$ cat src/rtl/ts_pkg.sv
// Shared definitions for the temperature scan controller slice.
//   DATA_W   : sensor sample / threshold width (signed degrees C)
//   TH       : alarm hysteresis half-width around the threshold
//   TEMP_MIN : most negative sample, used as the running-max seed
//   state_t  : scan FSM states
package ts_pkg;

   localparam int DATA_W = 8;

   localparam logic signed [DATA_W-1:0] TH       = 8'sd5;
   localparam logic signed [DATA_W-1:0] TEMP_MIN = 8'sh80;

   typedef enum logic [2:0] {
      IDLE = 3'd0,
      REQ  = 3'd1,
      WAIT = 3'd2,
      UPD  = 3'd3,
      DONE = 3'd4
   } state_t;

endpackage

$ cat src/rtl/ts_scan_ctrl_if.sv
// Shared sensor read port.
//   rd_req  : read request, driven by the scan controller
//   rd_ch   : channel being read, stable while rd_req=1
//   rd_ack  : read complete, rd_data valid in the same cycle
//   rd_data : signed sensor sample
// master = scan controller side, slave = sensor mux side.
interface ts_scan_ctrl_if #(
   parameter int CH_W = 2
) ();

   logic                             rd_req;
   logic [CH_W-1:0]                  rd_ch;
   logic                             rd_ack;
   logic signed [ts_pkg::DATA_W-1:0] rd_data;

   modport master (
      output rd_req,
      output rd_ch,
      input  rd_ack,
      input  rd_data
   );

   modport slave (
      input  rd_req,
      input  rd_ch,
      output rd_ack,
      output rd_data
   );

endinterface

$ cat src/rtl/ts_hyst_update.sv
// Combinational next-state of one channel's over-temperature alarm.
//   alarm     : current alarm flag of the channel
//   sample    : signed sensor sample
//   thr       : signed threshold
//   alarm_nxt : alarm after applying +/-TH hysteresis
// Arithmetic is widened to 10 bits so thr+/-TH cannot wrap at the
// ends of the 8-bit range.
module ts_hyst_update
   import ts_pkg::*;
(
   input  logic                     alarm,
   input  logic signed [DATA_W-1:0] sample,
   input  logic signed [DATA_W-1:0] thr,
   output logic                     alarm_nxt
);

   localparam int EW = DATA_W + 2;

   logic signed [EW-1:0] s_w;
   logic signed [EW-1:0] t_w;
   logic signed [EW-1:0] th_w;
   logic signed [EW-1:0] hi;
   logic signed [EW-1:0] lo;

   always_comb begin
      s_w  = {{(EW-DATA_W){sample[DATA_W-1]}}, sample};
      t_w  = {{(EW-DATA_W){thr[DATA_W-1]}}, thr};
      th_w = {{(EW-DATA_W){TH[DATA_W-1]}}, TH};
      hi   = t_w + th_w;
      lo   = t_w - th_w;
      alarm_nxt = alarm;
      if (!alarm && (s_w > hi)) begin
         alarm_nxt = 1'b1;
      end else if (alarm && (s_w < lo)) begin
         alarm_nxt = 1'b0;
      end
   end

endmodule

$ cat src/rtl/ts_scan_ctrl.sv
// Round-robin temperature sensor scanner.
// Every SCAN_PERIOD cycles (when enabled and idle) reads channels 0..N_CH-1
// through the shared read port, updates per-channel hysteretic alarms and
// timeout flags, and publishes the hottest responding channel of the scan.
//   clk, rst   : clock, asynchronous active-low reset
//   en         : scan enable, looked at only on a period tick in IDLE
//   thr        : signed alarm threshold, used in each channel's UPD cycle
//   rd         : shared sensor read port (master side)
//   alarm/err  : per-channel over-temperature / last-read-timed-out flags
//   any_alarm  : OR of alarm
//   max_temp, max_ch, max_valid : result of the last completed scan
//   busy       : FSM not in IDLE
//   scan_done  : one-cycle pulse at the end of a scan
//   overrun    : sticky, a period tick arrived while busy
module ts_scan_ctrl
   import ts_pkg::*;
#(
   parameter int N_CH        = 4,
   parameter int CH_W        = 2,
   parameter int SCAN_PERIOD = 1000,
   parameter int TIMEOUT     = 15
) (
   input  logic                     clk,
   input  logic                     rst,
   input  logic                     en,
   input  logic signed [DATA_W-1:0] thr,
   ts_scan_ctrl_if.master           rd,
   output logic [N_CH-1:0]          alarm,
   output logic [N_CH-1:0]          err,
   output logic                     any_alarm,
   output logic signed [DATA_W-1:0] max_temp,
   output logic [CH_W-1:0]          max_ch,
   output logic                     max_valid,
   output logic                     busy,
   output logic                     scan_done,
   output logic                     overrun
);

   localparam int PW = (SCAN_PERIOD > 1) ? $clog2(SCAN_PERIOD) : 1;
   localparam int WW = $clog2(TIMEOUT + 1);

   state_t                     state;
   logic [PW-1:0]              pcnt;
   logic [WW-1:0]              wcnt;
   logic [CH_W-1:0]            ch;
   logic signed [DATA_W-1:0]   smp;
   logic                       got;
   logic signed [DATA_W-1:0]   run_max;
   logic [CH_W-1:0]            run_ch;
   logic                       run_valid;
   logic                       tick;
   logic                       alarm_nxt;

   ts_hyst_update u_hyst (
      .alarm     (alarm[ch]),
      .sample    (smp),
      .thr       (thr),
      .alarm_nxt (alarm_nxt)
   );

   always_comb begin
      tick      = (pcnt == PW'(SCAN_PERIOD - 1));
      rd.rd_req = (state == REQ) || (state == WAIT);
      rd.rd_ch  = ch;
      busy      = (state != IDLE);
      scan_done = (state == DONE);
      any_alarm = |alarm;
   end

   always_ff @(posedge clk or negedge rst) begin
      if (!rst) begin
         state     <= IDLE;
         pcnt      <= '0;
         wcnt      <= '0;
         ch        <= '0;
         smp       <= '0;
         got       <= 1'b0;
         run_max   <= TEMP_MIN;
         run_ch    <= '0;
         run_valid <= 1'b0;
         alarm     <= '0;
         err       <= '0;
         max_temp  <= TEMP_MIN;
         max_ch    <= '0;
         max_valid <= 1'b0;
         overrun   <= 1'b0;
      end else begin
         pcnt <= tick ? '0 : pcnt + 1'b1;

         // A tick that finds the FSM busy is dropped, only recorded.
         if (tick && (state != IDLE)) begin
            overrun <= 1'b1;
         end

         case (state)
            IDLE: begin
               if (tick && en) begin
                  ch    <= '0;
                  state <= REQ;
               end
            end
            REQ: begin
               wcnt  <= '0;
               state <= WAIT;
            end
            WAIT: begin
               if (rd.rd_ack) begin
                  smp   <= rd.rd_data;
                  got   <= 1'b1;
                  state <= UPD;
               end else if (wcnt == WW'(TIMEOUT - 1)) begin
                  got     <= 1'b0;
                  err[ch] <= 1'b1;
                  state   <= UPD;
               end else begin
                  wcnt <= wcnt + 1'b1;
               end
            end
            UPD: begin
               if (got) begin
                  err[ch]   <= 1'b0;
                  alarm[ch] <= alarm_nxt;
                  run_valid <= 1'b1;
                  // First responder always seeds the max, so a -128 sample
                  // still names its own channel; afterwards strict > keeps
                  // the lower index on ties.
                  if (!run_valid || (smp > run_max)) begin
                     run_max <= smp;
                     run_ch  <= ch;
                  end
               end
               if (ch == CH_W'(N_CH - 1)) begin
                  state <= DONE;
               end else begin
                  ch    <= ch + 1'b1;
                  state <= REQ;
               end
            end
            DONE: begin
               max_temp  <= run_max;
               max_ch    <= run_ch;
               max_valid <= run_valid;
               run_max   <= TEMP_MIN;
               run_ch    <= '0;
               run_valid <= 1'b0;
               ch        <= '0;
               state     <= IDLE;
            end
            default: state <= IDLE;
         endcase
      end
   end

endmodule

$ cat src/flat_wrapper.sv
// flat-port wrapper written by rule: the top's interface ports become plain ports
module ts_scan_ctrl_flat import ts_pkg::*;
#(
   parameter int N_CH        = 4,
   parameter int CH_W        = 2,
   parameter int SCAN_PERIOD = 1000,
   parameter int TIMEOUT     = 15
)
  (clk, rst, en, thr, alarm, err, any_alarm, max_temp, max_ch, max_valid, busy, scan_done, overrun, rd_rd_req, rd_rd_ch, rd_rd_ack, rd_rd_data);
  ts_scan_ctrl_if #(.CH_W(CH_W)) rd_i ();
  input  logic clk;
  input  logic rst;
  input  logic en;
  input  logic signed [DATA_W-1:0] thr;
  output logic [N_CH-1:0] alarm;
  output logic [N_CH-1:0] err;
  output logic any_alarm;
  output logic signed [DATA_W-1:0] max_temp;
  output logic [CH_W-1:0] max_ch;
  output logic max_valid;
  output logic busy;
  output logic scan_done;
  output logic overrun;
  output wire logic [$bits(rd_i.rd_req)-1:0] rd_rd_req;
  output wire logic [$bits(rd_i.rd_ch)-1:0] rd_rd_ch;
  input wire logic [$bits(rd_i.rd_ack)-1:0] rd_rd_ack;
  input wire logic [$bits(rd_i.rd_data)-1:0] rd_rd_data;
  assign rd_rd_req = rd_i.rd_req;
  assign rd_rd_ch = rd_i.rd_ch;
  assign rd_i.rd_ack = rd_rd_ack;
  assign rd_i.rd_data = rd_rd_data;
  ts_scan_ctrl #(.N_CH(N_CH), .CH_W(CH_W), .SCAN_PERIOD(SCAN_PERIOD), .TIMEOUT(TIMEOUT)) u_core (.clk(clk), .rst(rst), .en(en), .thr(thr), .rd(rd_i), .alarm(alarm), .err(err), .any_alarm(any_alarm), .max_temp(max_temp), .max_ch(max_ch), .max_valid(max_valid), .busy(busy), .scan_done(scan_done), .overrun(overrun));
endmodule
$ cat config.mk
export PLATFORM = sky130hd
export DESIGN_NAME = ts_scan_ctrl_flat
export DESIGN_NICKNAME = d
export VERILOG_FILES = /design/src/rtl/ts_pkg.sv /design/src/rtl/ts_scan_ctrl_if.sv /design/src/rtl/ts_hyst_update.sv /design/src/rtl/ts_scan_ctrl.sv /design/src/flat_wrapper.sv
export SDC_FILE = /design/constraint.sdc
export NUM_CORES = 1
export LEC_CHECK = 0
export BUFFER_PORTS_ARGS = -buffer_cell sky130_fd_sc_hd__buf_4
export CORE_MARGIN = 2
export CORE_UTILIZATION = 35
export DETAILED_ROUTE_END_ITERATION = 10
export PLACE_DENSITY = 0.54
export SLEW_MARGIN = 20
export SYNTH_ARGS = -nofsm -noshare
export SYNTH_HDL_FRONTEND = slang
export SYNTH_SLANG_ARGS = --single-unit
$ cat constraint.sdc
create_clock -name clk -period 2.4 [get_ports clk]
set_input_delay 0.12 -clock clk [delete_from_list [all_inputs] [get_ports clk]]
set_output_delay 0.12 -clock clk [all_outputs]
set_load 0.1 [all_outputs]
==> flow_summary.json, run 1 <==
{
  "async_flop_share_pct": 100.0,
  "max_stage_delay_ps": 520,
  "drv_cap": 0,
  "first_iter_violations": 72,
  "crit_chain": "inv_1 > ha_1 > nand4_1 > o22ai_1 > nor4b_2 > a2bb2oi_4 > buf_12 > mux2_4",
  "status": "complete, no violations",
  "fp.dieH_um": 103.0,
  "critPathCaptureType": "register",
  "worst_clock_skew_ps": 7.872,
  "worstPathMaxFanout": 9,
  "vias": 2595,
  "grt_use_met1_pct": 20.88,
  "multi_input_area_um2": 1841,
  "setup_viol": 0,
  "grt_pass1_vias": 2604,
  "num_rows": 36,
  "maxSlewHeadroom_pct": 50.52,
  "clk_pin_slew_ps": 60,
  "final_cell_mix": "buf_4 (58), dfrtp_1 (57), nand2_1 (52)",
  "critPathKind": "register to register",
  "area_growth_pct": 23.46,
  "portBuffers": 45,
  "io_pins": 46,
  "maxSlewViolCount": 0,
  "finalHoldViolCount": 0,
  "synth_edf_count": 0,
  "clockRootBuffer": "clkbuf_8",
  "synth_simple_gate_area_share_pct": 17.73,
  "ys_seq_elements": 59,
  "hp-class": "primary input to register",
  "drive_gt1_share_pct": 23.37,
  "dp_hpwl_mm": 5.370,
  "muxShareOfSynthArea_pct": 7.187,
  "nNetsFinal": 465,
  "design.core.area_um2": 9639,
  "drt_drc_violations_left": 0,
  "synthXorXnorAreaFrac_pct": 4.852,
  "cp-start-kind": "register",
  "worst_path_max_delay_cell": "dfstp_2",
  "synth_ff_type": "dfrtp_1",
  "clk_latency_ps": 330,
  "syn_inst": 346,
  "die_w_um": 103.0,
  "antenna_found_initial": 0,
  "syn-mean-instance-area_um2": 9.912,
  "rsz0062_at_grt": "no",
  "cts_buffers": 9,
  "htree_num_levels": 3,
  "use_met3_pct": 3.119,
  "nFillCells": 980,
  "initial_core_util_pct": 35.58,
  "register_area_um2": 1479,
  "yosys.area_share.adder_pct": 12.40,
  "clock_path_buffers": 2,
  "syn-cell-area_um2": 3430,
  "tightest_slew_ps": 742.2,
  "timing.fmax_mhz": 443.6,
  "routed_wl_mm": 7.189,
  "setup_ws_ps": 145.7,
  "dieArea_um2": 10610,
  "firstDrtPassIters": 4,
  "fin_crit_ps": 2254,
  "viasPerCell": 4.735,
  "clock_sinks": 59,
  "synth_top_family_by_area": "simple AND/OR/NAND/NOR gates",
  "p_per_area_nw_per_um2": 504.4,
  "cts_tree": "yes",
  "synth_cell_type_count": 50,
  "cts_resized": 0,
  "grt_remaining_overflow": 0,
  "antenna_cells_inserted": 0,
  "fin_tns_setup_ps": 0,
  "ir_worst_vdd_mv": 0.2310,
  "synth_compound_area_share_pct": 11.49,
  "ys_warn_count": 0,
  "syn-num-nets": 400,
  "busiest_layer": "met2",
  "met2_usage_pct": 23.38,
  "dpl_worst_slack_ps": 19.81,
  "gp_congestion": 0.8586,
  "period_share_pct": 93.93,
  "crit_arrival_ps": 2470,
  "ant_nets": 0,
  "wl_per_cell_um": 13.12,
  "grt_usage_pct": 15.20,
  "leakage_nw": 2.111,
  "grt_max_degree": 60,
  "seq_area_frac_synth_pct": 43.12,
  "final_common_cell": "buf_4",
  "grt_pass1_wl_mm": 12.48,
  "worstPathRequired_ps": 2620
}
metrics by stage:
| stage | cell area [um2] | hold WS (ps) | util, % | cells | power, W |
|---|---|---|---|---|---|
| 4_1_cts | 4207 | 12.29 | 43.64 | 546 | 0.002170 |
| 2_1_floorplan | 3430 | -175.6 | - | 346 | 0.001161 |
| 3_5_place_dp | 3993 | 248.5 | 41.42 | 529 | 0.001257 |
| 3_3_place_gp | 3993 | 238.8 | 41.42 | 529 | 0.001254 |
| 5_1_grt | 4234 | 15.05 | 43.93 | 548 | 0.002252 |
| 6_report | 4234 | 26.23 | 43.93 | 548 | 0.002136 |
cell type report:
| type | instances | share of cell area, % |
|---|---|---|
| well taps | 133 | 3.930 |
| inverters | 21 | 1.862 |
| flip-flops and latches | 59 | 34.93 |
| clock buffers | 13 | 3.753 |
| repair buffers | 61 | 11.23 |
| clock inverters | 2 | 0.8274 |
| multi-input cells | 259 | 43.47 |
sequential cells by signal, indices dropped and copies added (netlist names), named ones only:
signal,flops
u_core.overrun,1
u_core.run_max,8
u_core.max_temp,8
u_core.max_valid,1
u_core.rd.rd_ch,2
u_core.wcnt,4
u_core.max_ch,2
u_core.smp,8
u_core.state,3
u_core.alarm,4
u_core.pcnt,10
u_core.run_ch,2
u_core.run_valid,1
u_core.got,1
power by group:
part / internal [W] / leakage (nW) / total [W] / switching (W)
sequential: 0.00100 / 0.751 / 0.00101 / 0.00000542
clock: 0.000530 / 0.0995 / 0.000897 / 0.000367
combinational: 0.000107 / 1.26 / 0.000229 / 0.000122
total: 0.00164 / 2.11 / 0.00214 / 0.000495
path summary, 6_finish.rpt:
check                                              start                       endpoint  cells past startpoint  slack, ps
max                        u_core.run_max[7]$_DFFE_PN1P_  u_core.run_max[4]$_DFFE_PN0P_                      8        150
min                                        rd_rd_data[6]      u_core.smp[6]$_DFFE_PN0P_                      2         30
max reg2reg                u_core.run_max[7]$_DFFE_PN1P_  u_core.run_max[4]$_DFFE_PN0P_                      8        150
min reg2reg                   u_core.overrun$_DFFE_PN0P_     u_core.overrun$_DFFE_PN0P_                      1        460
max in group asynchronous                            rst    u_core.alarm[2]$_DFFE_PN0P_                      2       1500
min in group asynchronous                            rst     u_core.overrun$_DFFE_PN0P_                      2        380
cell usage after synthesis, types with 2 or more instances:
| master | n | area share (%) |
|---|---|---|
| dfrtp_1 | 57 | 42 |
| nand2_1 | 52 | 5.7 |
| ha_1 | 34 | 12 |
| nor2_1 | 29 | 3.2 |
| o21ai_0 | 24 | 3.5 |
| inv_1 | 21 | 2.3 |
| a21oi_1 | 16 | 2.3 |
| xor2_1 | 13 | 3.3 |
| nand3_1 | 11 | 1.6 |
| mux2_2 | 7 | 2.3 |
| mux2_4 | 7 | 3.1 |
| xnor2_1 | 6 | 1.5 |
| clkbuf_1 | 5 | 0.55 |
| nand2b_1 | 5 | 0.91 |
| nor3_1 | 5 | 0.73 |
| or3_1 | 5 | 0.91 |
| mux2i_1 | 4 | 1.2 |
| nand4_1 | 4 | 0.73 |
| nor2b_1 | 3 | 0.55 |
| o211ai_1 | 3 | 0.66 |
| a21o_1 | 2 | 0.44 |
| and3_1 | 2 | 0.36 |
| dfstp_2 | 2 | 1.5 |
| o22ai_1 | 2 | 0.36 |
| o41ai_1 | 2 | 0.51 |
timing repair:
action,CTS,global route
hold buffers,2,0
setup endpoints to repair,0,9
hold endpoints to repair,58,0
setup buffers,0,2
layer usage:
| metal | up-vias | share of wire (%) | wire [um] |
|---|---|---|---|
| li1 | 1336 | - | - |
| met1 | 1210 | 49 | 3558 |
| met2 | 43 | 46 | 3276 |
| met3 | 6 | 3.6 | 257 |
| met4 | 0 | 1.3 | 96 |
| met5 | - | 0 | 0 |
logic make-up (layout without fill, tap and decap cells):
group,after synthesis,count (layout)
fa+ha+maj,34,34
flops,59,59
xor+xnor,19,19
compound gates,61,61
simple gates,126,126
mux,19,19
buf+inv,28,97
worst max-delay path, delay by kind of cell, from the launching register on:
kind | cells | cell delay, ps
compound gates | 2 | 300
mux | 1 | 300
buf+inv | 2 | 210
simple gates | 2 | 500
flops | 1 | 520
fa+ha+maj | 1 | 320
Power figures use the tool's default switching activity.
==> run 2, diff against run 1 <==
TNS_END_PERCENT = 20   (was unset)
clock period = 2.2 ns   (was 2.4 ns; I/O delays follow)
==> run 2 against run 1 <==
Effect of this change:
- hold slack worse by 6.8 ps
- combinational power up 17%
- routed wire length down 2.3%
- critical path type unchanged
- critical endpoint unchanged
- largest cell class unchanged
- largest power group unchanged
==> flow_summary.json, run 2 (synthesized netlist as in run 1, its figures left out) <==
{
  "worstHoldStart": "rd_rd_data[0]",
  "dp_hpwl_mm": 5.448,
  "antenna_found_initial": 0,
  "ir_worst_vdd_mv": 0.2484,
  "dpl_worst_slack_ps": -154.2,
  "fp.dieH_um": 103.0,
  "final_common_cell": "buf_4",
  "top_register": "u_core.pcnt",
  "hold_depth": 3,
  "cp-start-kind": "register",
  "firstDrtPassIters": 4,
  "hp-class": "primary input to register",
  "clock_sinks": 59,
  "worst_clock_skew_ps": 9.555,
  "dp_cells": 544,
  "finalPower_w": 0.002341,
  "p_per_area_nw_per_um2": 538.3,
  "stdcell_count": 560,
  "routed_wl_mm": 7.021,
  "r2r_cells": 8,
  "grt_pass1_wl_mm": 12.10,
  "leakage_nw": 2.176,
  "drt_drc_violations_left": 0,
  "maxSlewViolCount": 0,
  "crit_arrival_ps": 2370,
  "grt_remaining_overflow": 0,
  "finalHoldViolCount": 0,
  "fin_crit_ps": 2154,
  "viasPerCell": 4.695,
  "r2r_slack_ps": 50,
  "drv_cap": 0,
  "rsz0062_at_grt": "yes",
  "dieArea_um2": 10610,
  "grt_usage_pct": 14.66,
  "die_w_um": 103.0,
  "cp-startpoint": "u_core.run_max[7]$_DFFE_PN1P_",
  "portBuffers": 45,
  "reg2reg_from": "u_core.run_max[7]$_DFFE_PN1P_",
  "largest_reg_flops": 10,
  "grt_pass1_vias": 2643,
  "timing.fmax_mhz": 464.2,
  "htree_num_levels": 3,
  "maxSlewHeadroom_pct": 51.35,
  "clock_path_buffers": 2,
  "initial_core_util_pct": 35.58,
  "worstPathRequired_ps": 2410,
  "rr_endpoint": "u_core.run_max[4]$_DFFE_PN0P_",
  "vias": 2629,
  "ant_nets": 0,
  "clockRootBuffer": "clkbuf_8",
  "cts_buffers": 9,
  "critPathCaptureType": "register",
  "setup_viol": 0,
  "nFillCells": 952,
  "gp_congestion": 0.8231,
  "io_pins": 46,
  "hold_end": "u_core.smp[0]$_DFFE_PN0P_",
  "tightest_slew_ps": 729.7,
  "clk_latency_ps": 330,
  "num_rows": 36,
  "cts_tree": "yes",
  "whs_ps": 19.47,
  "clk_pin_slew_ps": 60,
  "status": "complete, no violations",
  "final_cell_mix": "buf_4 (69), dfrtp_1 (57), nand2_1 (52)",
  "fin_tns_setup_ps": 0,
  "critPathKind": "register to register",
  "grt_max_degree": 60,
  "cts_setup_buffers": 0,
  "setup_ws_ps": 45.58,
  "worstPathMaxFanout": 6,
  "wl_per_cell_um": 12.54,
  "period_share_pct": 97.93,
  "antenna_cells_inserted": 0,
  "design.core.area_um2": 9639,
  "area_growth_pct": 26.78,
  "nNetsFinal": 477,
  "drive_gt1_share_pct": 26.46,
  "first_iter_violations": 65
}
-- run 2: worst max-delay path: stages (launching register included) --
cell,delay (ps)
dfstp_2,520
inv_2,50
ha_4,230
nand4_1,80
o22ai_1,100
nor4b_2,400
a2bb2oi_4,230
buf_12,140
mux2_4,290
-- run 2: worst max-delay path by stage --
stage                                               end  depth (start not counted)
after floorplan             u_core.alarm[3]$_DFFE_PN0P_                         10
after global placement      u_core.alarm[3]$_DFFE_PN0P_                         10
after detailed placement    u_core.alarm[3]$_DFFE_PN0P_                         10
after CTS                 u_core.run_max[4]$_DFFE_PN0P_                          8
after global routing      u_core.run_max[6]$_DFFE_PN0P_                          8
final                     u_core.run_max[4]$_DFFE_PN0P_                          8
-- run 2: final cells by class --
type	instances	area (um2)	area share, %
Clock inverter	2	35.03	0.8058
Clock buffer	13	158.9	3.655
Multi-Input combinational cell	259	1859	42.76
Timing Repair Buffer	73	570.5	13.12
Inverter	21	78.83	1.813
Sequential cell	59	1479	34.01
Tap cell	133	166.4	3.827
-- run 2: repair_timing --
item	CTS	global route
endpoints found under the setup margin	10	14
endpoints found under the hold margin	57	0
pin swaps	3	4
cloned	0	0
resized for setup	1	6
hold buffers	1	0
-- run 2: where the power goes --
| part | internal, W | switching (W) | leakage [nW] |
|---|---|---|---|
| clock | 0.000578 | 0.000394 | 0.0995 |
| sequential | 0.00109 | 0.00000633 | 0.751 |
| combinational | 0.000133 | 0.000135 | 1.33 |
| total | 0.00181 | 0.000535 | 2.18 |
-- run 2: per-stage QoR --
stage	util, %	area (um2)
after floorplan	-	3431
after global placement	42.72	4118
after detailed placement	42.72	4118
after CTS	44.96	4334
after global routing	45.11	4348
final	45.11	4348
-- run 2: metal layers --
metal | wire (um) | global-route usage, % | part of all wire [%]
met1 | 3577 | 20.14 | 51
met5 | 0 | 0 | 0
met3 | 269 | 3.254 | 3.8
met4 | 91 | 6.275 | 1.3
met2 | 3081 | 22.33 | 44
==> run 3, diff against run 2 <==
GPL_TIMING_DRIVEN = 0   (was unset)
clock period = 2.3 ns   (was 2.2 ns; I/O delays follow)
==> run 3 against run 2 <==
Effect of this change:
- core utilization shrank 1.7 points
- combinational power shrank 18%
- register-to-register slack gained 50 ps
- clock skew grew 1.1 ps
- sequential power shrank 4%
- first-iteration DRC count shrank 32%
- maximum frequency shrank 2.2%
- routed wire length is essentially flat
- critical endpoint is now u_core.run_max[6]$_DFFE_PN0P_
- largest cell class unchanged
==> flow_summary.json, run 3 (synthesized netlist as in run 1, its figures left out) <==
{
  "top_register": "u_core.pcnt",
  "rr_endpoint": "u_core.run_max[6]$_DFFE_PN0P_",
  "clock_sinks": 59,
  "clkPwrFrac_pct": 39.9,
  "first_iter_violations": 44,
  "final_common_cell": "dfrtp_1",
  "crit_path_end": "u_core.run_max[6]$_DFFE_PN0P_",
  "clk_latency_ps": 330,
  "cpLargestDelayFamily": "flip-flops",
  "fin_crit_ps": 2203,
  "p_sw_share_pct": 24.09,
  "status": "complete, no violations",
  "power.switching_w": 0.0005141,
  "drv_cap": 0,
  "setup_ws_ps": 97.48,
  "critPathKind": "register to register",
  "r2r_cells": 8,
  "cts_tree": "yes",
  "maxSlewHeadroom_pct": 42.15,
  "nNetsFinal": 460,
  "grt_remaining_overflow": 0,
  "firstDrtPassIters": 4,
  "nFillCells": 992,
  "timing.fmax_mhz": 454.0,
  "worst_path_max_delay_cell": "dfstp_2",
  "clockRootBuffer": "clkbuf_8",
  "largest_reg_flops": 10,
  "antenna_cells_inserted": 0,
  "die_w_um": 103.0,
  "gp_congestion": 0.8120,
  "path_buf_inv": 2,
  "dp_hpwl_mm": 5.245,
  "vias": 2551,
  "grt_max_degree": 60,
  "ir_worst_vdd_mv": 0.1903,
  "design.core.area_um2": 9639,
  "wl_per_cell_um": 12.92,
  "dieArea_um2": 10610,
  "viasPerCell": 4.698,
  "rsz0062_at_grt": "yes",
  "max_stage_delay_ps": 510,
  "htree_num_levels": 3,
  "portBuffers": 43,
  "worstPathRequired_ps": 2510,
  "crit_arrival_ps": 2410,
  "worstPathMaxFanout": 7,
  "cp-startpoint": "u_core.run_max[7]$_DFFE_PN1P_",
  "io_pins": 46,
  "initial_core_util_pct": 35.58,
  "seqPwrFrac_pct": 49.8,
  "antenna_found_initial": 0,
  "clk_pin_slew_ps": 60,
  "drive_gt1_share_pct": 22.20,
  "num_rows": 36,
  "area_growth_pct": 21.89,
  "fp.dieH_um": 103.0,
  "routed_wl_mm": 7.017,
  "internal_power_w": 0.001620,
  "r2r_slack_ps": 100,
  "finalPower_w": 0.002134,
  "ant_nets": 0,
  "final_cell_mix": "dfrtp_1 (57), nand2_1 (52), buf_4 (47)",
  "maxSlewViolCount": 0,
  "comb_power_share_pct": 10.3,
  "dpl_worst_slack_ps": -247.9,
  "grt_pass1_wl_mm": 11.94,
  "cts_buffers": 9,
  "hp-class": "primary input to register",
  "cp-start-kind": "register",
  "worst_clock_skew_ps": 10.62,
  "drt_drc_violations_left": 0,
  "clock_path_buffers": 2,
  "reg2reg_from": "u_core.run_max[7]$_DFFE_PN1P_",
  "crit_chain": "inv_1 > ha_4 > nand4_1 > or2_1 > o211ai_2 > a2bb2oi_4 > buf_12 > mux2_4",
  "tightest_slew_ps": 860.6,
  "grt_usage_pct": 14.46,
  "setup_viol": 0,
  "critPathCaptureType": "register",
  "leakage_nw": 2.068,
  "p_per_area_nw_per_um2": 510.4,
  "grt_pass1_vias": 2465,
  "critical_path_depth": 8,
  "finalHoldViolCount": 0,
  "fin_tns_setup_ps": 0,
  "period_share_pct": 95.76
}
## run 3: cell count changes in the layout (fill, tap and decap cells not counted), sizes merged
cell	previous run	this run
buf	72	49
bufinv	1	0
clkbuf	13	18
clkinv	1	2
dlygate4sd3	1	2
## run 3: final cells by class
cell class / instances / area (um2) / share of cell area (%)
multi-input combinational: 259 / 1859 / 44.48
sequential: 59 / 1479 / 35.38
timing repair buffer: 49 / 385.4 / 9.219
clock buffer: 13 / 168.9 / 4.041
tap: 133 / 166.4 / 3.981
inverter: 21 / 78.83 / 1.886
buffer: 7 / 32.53 / 0.7782
clock inverter: 2 / 10.01 / 0.2394
## run 3: worst min-delay path by stage
stage	start	end	slack, ps	cells past startpoint
detailed placement	rst	u_core.pcnt[6]$_DFF_PN0_	240	1
global route	rd_rd_data[3]	u_core.smp[3]$_DFFE_PN0P_	10	2
global placement	rst	u_core.pcnt[8]$_DFF_PN0_	240	1
floorplan	rst	asynchronous set/reset pin	-180	0
CTS	rd_rd_data[2]	u_core.smp[2]$_DFFE_PN0P_	10	2
finish	rd_rd_data[3]	u_core.smp[3]$_DFFE_PN0P_	30	2
## run 3: per-layer routing
metal | vias up | part of all wire [%] | global-route usage [%]
met5 | - | 0 | 0
met4 | 0 | 0.61 | 4.555
met3 | 4 | 3.9 | 3.119
met2 | 39 | 43 | 20.63
met1 | 1186 | 52 | 21.78
li1 | 1322 | - | -
## run 3: power groups by stage
stage / combinational, W / clock [W] / sequential [W]
after floorplan: 0.000136 / 0 / 0.00108
after global placement: 0.000212 / 0 / 0.00108
after detailed placement: 0.000217 / 0 / 0.00108
after CTS: 0.000220 / 0.000875 / 0.00106
after global routing: 0.000254 / 0.000925 / 0.00106
final: 0.000220 / 0.000852 / 0.00106
## run 3: stage by stage
step	hold slack [ps]	instances	utilization [%]	area [um2]
3_5_place_dp	241.0	522	40.65	3919
2_1_floorplan	-180.6	346	-	3430
6_report	27.20	543	43.37	4180
4_1_cts	9.740	543	43.16	4160
5_1_grt	14.80	543	43.37	4180
3_3_place_gp	237.6	522	40.65	3919
## run 3: what timing repair did
| item | in CTS | in global routing |
|---|---|---|
| endpoints found under the hold margin | 58 | 0 |
| resized for setup | 0 | 5 |
| endpoints found under the setup margin | 7 | 14 |
| pin swaps | 1 | 0 |
| buffers inserted | 4 | 0 |
| hold buffers | 2 | 0 |
